## src/rtl/scan_pkg.sv

```systemverilog
// Shared constants and types for the channel scan sequencer and its decoder model.
package scan_pkg;

    localparam int unsigned SEL_W   = 3;
    localparam int unsigned N_CH    = 1 << SEL_W;
    localparam int unsigned DWELL_W = 8;

    typedef enum logic {
        IDLE = 1'b0,
        SCAN = 1'b1
    } state_e;

    // One-hot decoder line driven for each sel value (index = sel).
    localparam logic [N_CH-1:0] SEL_LINE_MAP [N_CH] = '{
        8'h01, 8'h02, 8'h04, 8'h08, 8'h10, 8'h20, 8'h40, 8'h80
    };

endpackage

```

## src/rtl/next_channel_finder.sv

```systemverilog
// Circular priority search: first set mask bit after cur_idx, wrapping to 0.
module next_channel_finder
    import scan_pkg::*;
(
    input  logic [N_CH-1:0]  mask,
    input  logic [SEL_W-1:0] cur_idx,
    output logic [SEL_W-1:0] next_idx_c,
    output logic             wrapped_c,
    output logic             none_c
);

    logic [SEL_W-1:0] probe;
    logic             found;

    // Scan cur_idx+1 .. cur_idx+N_CH; the last probe is cur_idx itself.
    always_comb begin
        next_idx_c = '0;
        found      = 1'b0;
        probe      = '0;
        for (int unsigned k = 1; k <= N_CH; k++) begin
            probe = cur_idx + SEL_W'(k);
            if (!found && mask[probe]) begin
                next_idx_c = probe;
                found      = 1'b1;
            end
        end
    end

    assign none_c    = ~found;
    assign wrapped_c = found && (next_idx_c <= cur_idx);

endmodule

```

## src/rtl/channel_scan_sequencer.sv

```systemverilog
// Steps a select index through the enabled channels, holding each for dwell+1 cycles.
module channel_scan_sequencer
    import scan_pkg::*;
(
    input  logic               clk,
    input  logic               rst,
    input  logic               start,
    input  logic               stop,
    input  logic [DWELL_W-1:0] dwell,
    input  logic [N_CH-1:0]    ch_mask,
    output logic [SEL_W-1:0]   sel,
    output logic               sel_valid,
    output logic               busy,
    output logic               frame_done
);

    state_e             state_q, state_d;
    logic [SEL_W-1:0]   sel_q, sel_d;
    logic [DWELL_W-1:0] cnt_q, cnt_d;
    logic               sel_valid_q, sel_valid_d;
    logic               busy_q, busy_d;
    logic               frame_done_q, frame_done_d;
    logic               stop_pending_q, stop_pending_d;

    logic [SEL_W-1:0]   search_from;
    logic [SEL_W-1:0]   adv_idx;
    logic               adv_wrapped;
    logic               adv_none;
    logic [SEL_W-1:0]   peek_idx;
    logic               peek_wrapped;
    logic               peek_none;
    logic               unused_finder;

    // From IDLE, searching after N_CH-1 yields the lowest set bit.
    assign search_from = (state_q == IDLE) ? SEL_W'(N_CH - 1) : sel_q;

    next_channel_finder u_adv (
        .mask       (ch_mask),
        .cur_idx    (search_from),
        .next_idx_c (adv_idx),
        .wrapped_c  (adv_wrapped),
        .none_c     (adv_none)
    );

    // Looks ahead from the channel being entered so frame_done lines up with its last cycle.
    next_channel_finder u_peek (
        .mask       (ch_mask),
        .cur_idx    (sel_d),
        .next_idx_c (peek_idx),
        .wrapped_c  (peek_wrapped),
        .none_c     (peek_none)
    );

    assign unused_finder = ^{adv_wrapped, peek_idx, peek_none};

    // Next-state and next-output computation.
    always_comb begin
        state_d        = state_q;
        sel_d          = sel_q;
        cnt_d          = cnt_q;
        sel_valid_d    = sel_valid_q;
        busy_d         = busy_q;
        stop_pending_d = stop_pending_q;
        case (state_q)
            IDLE: begin
                if (start && !stop && (ch_mask != '0)) begin
                    state_d        = SCAN;
                    sel_d          = adv_idx;
                    cnt_d          = dwell;
                    sel_valid_d    = 1'b1;
                    busy_d         = 1'b1;
                    stop_pending_d = 1'b0;
                end
            end
            SCAN: begin
                if (stop) begin
                    stop_pending_d = 1'b1;
                end
                if (cnt_q != '0) begin
                    cnt_d = cnt_q - DWELL_W'(1);
                end else if (adv_none || stop || stop_pending_q) begin
                    state_d        = IDLE;
                    sel_d          = '0;
                    cnt_d          = '0;
                    sel_valid_d    = 1'b0;
                    busy_d         = 1'b0;
                    stop_pending_d = 1'b0;
                end else begin
                    sel_d = adv_idx;
                    cnt_d = dwell;
                end
            end
            default: begin
                state_d = IDLE;
            end
        endcase
    end

    // Pulse on the last dwell cycle of a channel whose successor wraps.
    assign frame_done_d = (state_d == SCAN) && (cnt_d == '0) && peek_wrapped;

    // State and output registers.
    always_ff @(posedge clk or posedge rst) begin
        if (rst) begin
            state_q        <= IDLE;
            sel_q          <= '0;
            cnt_q          <= '0;
            sel_valid_q    <= 1'b0;
            busy_q         <= 1'b0;
            frame_done_q   <= 1'b0;
            stop_pending_q <= 1'b0;
        end else begin
            state_q        <= state_d;
            sel_q          <= sel_d;
            cnt_q          <= cnt_d;
            sel_valid_q    <= sel_valid_d;
            busy_q         <= busy_d;
            frame_done_q   <= frame_done_d;
            stop_pending_q <= stop_pending_d;
        end
    end

    assign sel        = sel_q;
    assign sel_valid  = sel_valid_q;
    assign busy       = busy_q;
    assign frame_done = frame_done_q;

endmodule
```

## config.mk

```make
export PLATFORM = sky130hd
export DESIGN_NAME = channel_scan_sequencer
export DESIGN_NICKNAME = d
export VERILOG_FILES = /design/src/rtl/scan_pkg.sv /design/src/rtl/next_channel_finder.sv /design/src/rtl/channel_scan_sequencer.sv
export SDC_FILE = /design/constraint.sdc
export NUM_CORES = 1
export LEC_CHECK = 0
export CAP_MARGIN = 20
export CORE_UTILIZATION = 30
export DETAILED_ROUTE_END_ITERATION = 6
export PLACE_DENSITY_LB_ADDON = 0.08
export SYNTH_ARGS = -nofsm -noshare
export SYNTH_HDL_FRONTEND = slang
export SYNTH_SLANG_ARGS = --single-unit
```

## constraint.sdc

```tcl
create_clock -name clk -period 6.9 [get_ports clk]
set_input_delay 1.38 -clock clk [delete_from_list [all_inputs] [get_ports clk]]
set_output_delay 1.38 -clock clk [all_outputs]
set_load 0.01 [all_outputs]
```

==> metrics.md <==
| Metric | Value |
|---|---|
| Status | finished clean |
| Final Skew | 0.00604 ns |
| Worst Path Arrival | 6.67 ns |
| Grt ovf | 0 |
| Number of max-cap violations | 0 |
| CTS root buffer | clkbuf_16 |
| Ys async rst share | 100% |
| Core ar. | between 10000 and 15000 um2 |
| Flop2flop setup slack | 0.57 ns |
| GP Congestion | about 0.95 |
| Largest net degree at the start of global routing | 23 |
| Syn_area_per_cell | 7.35 um2 |
| Final #Nets | 537 |
| Ys flop type | dfrtp_1 |
| Reg2Reg Depth | 25 |
| Final non-filler cell total | roughly 650 |
| # setup viols final | 0 |
| Setup TNS | 0 ns |
| Wire per inst | 20.4 um |
| Layout cells sized above 1 | 15.7% |
| Final Hold Fails | 0 |
| Vias in the first global route | 3965 |
| Drt initial violations | 248 |
| Worst Hold Depth | 2 |
| Unique masters post-synth | 84 |
| Clk slew on worst S/H paths | 0.05 ns |
| Leading cell types in the layout, fill and taps excluded | 54 x nand2_1, 41 x buf_4, 38 x mux2i_1, 35 x nor2_1, 24 x clkdlybuf4s50_1 |
| M1 wire length | 6020 um |
| Number of synthesized flops with an enable pin | 0 |
| RR Startpoint | state_q |
| Synth warn | 0 |
| Crit share post-route | 95.0% |
| Rows | 39 |
| Slew @ Worst Pin | 0.640 ns |
| Fmax | 152 MHz |
| CTS tree | yes |
| Register area share after synthesis | 10.7% |
| I/O Pins | 26 |
| CP required | 7.01 ns |
| H-tree levels | 1 |
| Initial antenna violation count | 0 |
| Crit Path Category | input pin to flop |
| Met2 WL | 6240 um |
| Gr usage total | 22.5% |
| Hold Crit Class | flop to flop |
| Hold endpoint | busy |
| Dpl cells | between 600 and 700 |
| Most common cell after layout, fill and taps aside | nand2_1 |
| R2r endpoint | frame_done |
| Cell Area, Synth | 3520 um2 |
| Top layer in use | met4 |
| #FFs+latches synth | 15 |
| Critical Path End Type | flop |
| Mapped Cells | about 480 |
| Via density per instance | 6.21 |
| CP Launch Type | input pin |
| IO buf count | 25 |
| Power Density | 417 nW/um2 |
| Die Y | 110 um |
| Initial DRT Pass Iterations | 6 |
| Routed Antenna Nets | 0 |
| Max Slew Vio Count | 0 |
| Worst skew pair latency | 0.25 ns |
| Worst-path fanout max | 8 |
| Leak Pwr | 0.00171 uW |
| Hold_sp | busy |
| Post-layout min period | 6.56 ns |
| Vias after detailed routing | 4056 |
| Rel. slew slack | 57.2% |
| RSZ-0062 raised after global routing | false |
| Remaining DRCs | 0 |
| # diodes | 0 |
| Max clock buf depth | 2 |
| Layout area overhead | 18.7% |
| Num CTS Buffers | 3 |
| Die W | 110 um |
| WL final | 13300 um |
| Maximum vdd ir drop | 0.000183 V |
| DR WL met3 | 761 um |
| First-pass GRT wire length | approximately 21000 um |
| Post-CTS Hold Buffers | 0 |
| Syn nets | 505 |
| CTS Sinks | 15 |
| Initial Util | between 30 and 40% |
| Total die area | 12200 um2 |
| HPWL after DPL | about 10000 um |
-- report_power, final --
part	total [uW]	leakage, uW	switching, uW	internal, uW
combinational	1470	0.00149	871	603
clock	113	0.0000382	35.3	78.2
sequential	157	0.000177	36.0	121
-- flip-flops by register name, indices dropped and copies added, names as in the netlist --
signal	flops
cnt_q	8
busy	1
state_q	1
stop_pending_q	1
sel	3
frame_done	1
-- metal layers --
metal | track usage (%) | vias to the layer above
met5 | 0 | -
met4 | 5.17 | 0
met3 | 2.47 | 24
met2 | 38.0 | 141
met1 | 30.5 | 1968
li1 | - | 1923
-- critical path, cell delays in order --
cell and delay [ns]:
clkdlybuf4s50_1 0.65, mux2i_1 0.15, mux4_2 0.54, and4_4 0.24
and3_1 0.26, a311oi_4 0.36, o211a_1 0.23, nor2_2 0.05
inv_2 0.07, ha_1 0.31, or4_1 0.55, o211ai_1 0.24
buf_4 0.19, o22ai_1 0.06, o21ai_0 0.16, a31oi_1 0.11
o22ai_1 0.19, a32oi_1 0.10, ha_1 0.34, inv_1 0.06
o311ai_0 0.30, a31oi_1 0.12
-- synth_stat cells, types with 9 or more instances --
cell type | number | area share (%)
a21oi_1 | 22 | 3.1
a31oi_1 | 12 | 2.1
buf_2 | 9 | 1.3
clkbuf_1 | 20 | 2.1
dfrtp_1 | 15 | 11
inv_1 | 18 | 1.9
mux2i_1 | 38 | 11
nand2_1 | 54 | 5.8
nand3_1 | 15 | 2.1
nor2_1 | 35 | 3.7
o211ai_1 | 11 | 2.3
o21ai_0 | 19 | 2.7
-- worst max path at each step --
stage                           from    endpoint  slack [ns]  cells after the start
after floorplan           ch_mask[2]  frame_done        0.56                     23
after global placement    ch_mask[3]  frame_done        0.23                     24
after detailed placement  ch_mask[5]  frame_done        0.19                     23
after CTS                 ch_mask[5]  frame_done        0.44                     23
after global routing      ch_mask[5]  frame_done        0.01                     23
final                     ch_mask[5]  frame_done        0.34                     22
-- timing repair --
item                       CTS  global route
buffers inserted             0             2
resized for setup            0             6
setup endpoints to repair    0             1
-- area by class of cell --
type | instances | area [um2]
sequential | 15 | 375
timing repair buffer | 67 | 572
inverter | 22 | 85.1
clock buffer | 4 | 78.8
multi-input combinational | 402 | 2890
fill | 1218 | 7240
tap | 143 | 179
-- metrics by stage --
| stage | worst slack, ns | hold WS (ns) | total power (uW) | util, % | cell area [um2] |
|---|---|---|---|---|---|
| detailed placement | 0.187 | 0.505 | 1560 | 35.5 | 4060 |
| CTS | 0.436 | 0.516 | 1680 | 36.2 | 4140 |
| finish | 0.342 | 0.516 | 1740 | 36.6 | 4180 |
| global placement | 0.229 | 0.503 | 1580 | 35.5 | 4060 |
| global route | 0.0141 | 0.583 | 1890 | 36.6 | 4180 |
| floorplan | 0.560 | 0.530 | 1190 | - | 3520 |
-- cell families (layout without fill, tap and decap cells) --
| group | after synthesis | in the layout | share of synthesized area (%) |
|---|---|---|---|
| AO/OA/AOI/OAI | 156 | 156 | 33.8 |
| XOR/XNOR | 7 | 7 | 1.96 |
| adder cells (fa/ha/maj) | 6 | 6 | 2.13 |
| buffers and inverters | 62 | 93 | 7.86 |
| flip-flops | 15 | 15 | 10.7 |
| multiplexers | 51 | 51 | 16.3 |
| AND/OR/NAND/NOR | 182 | 182 | 27.3 |
No activity file was read; power rests on OpenSTA's default activity.
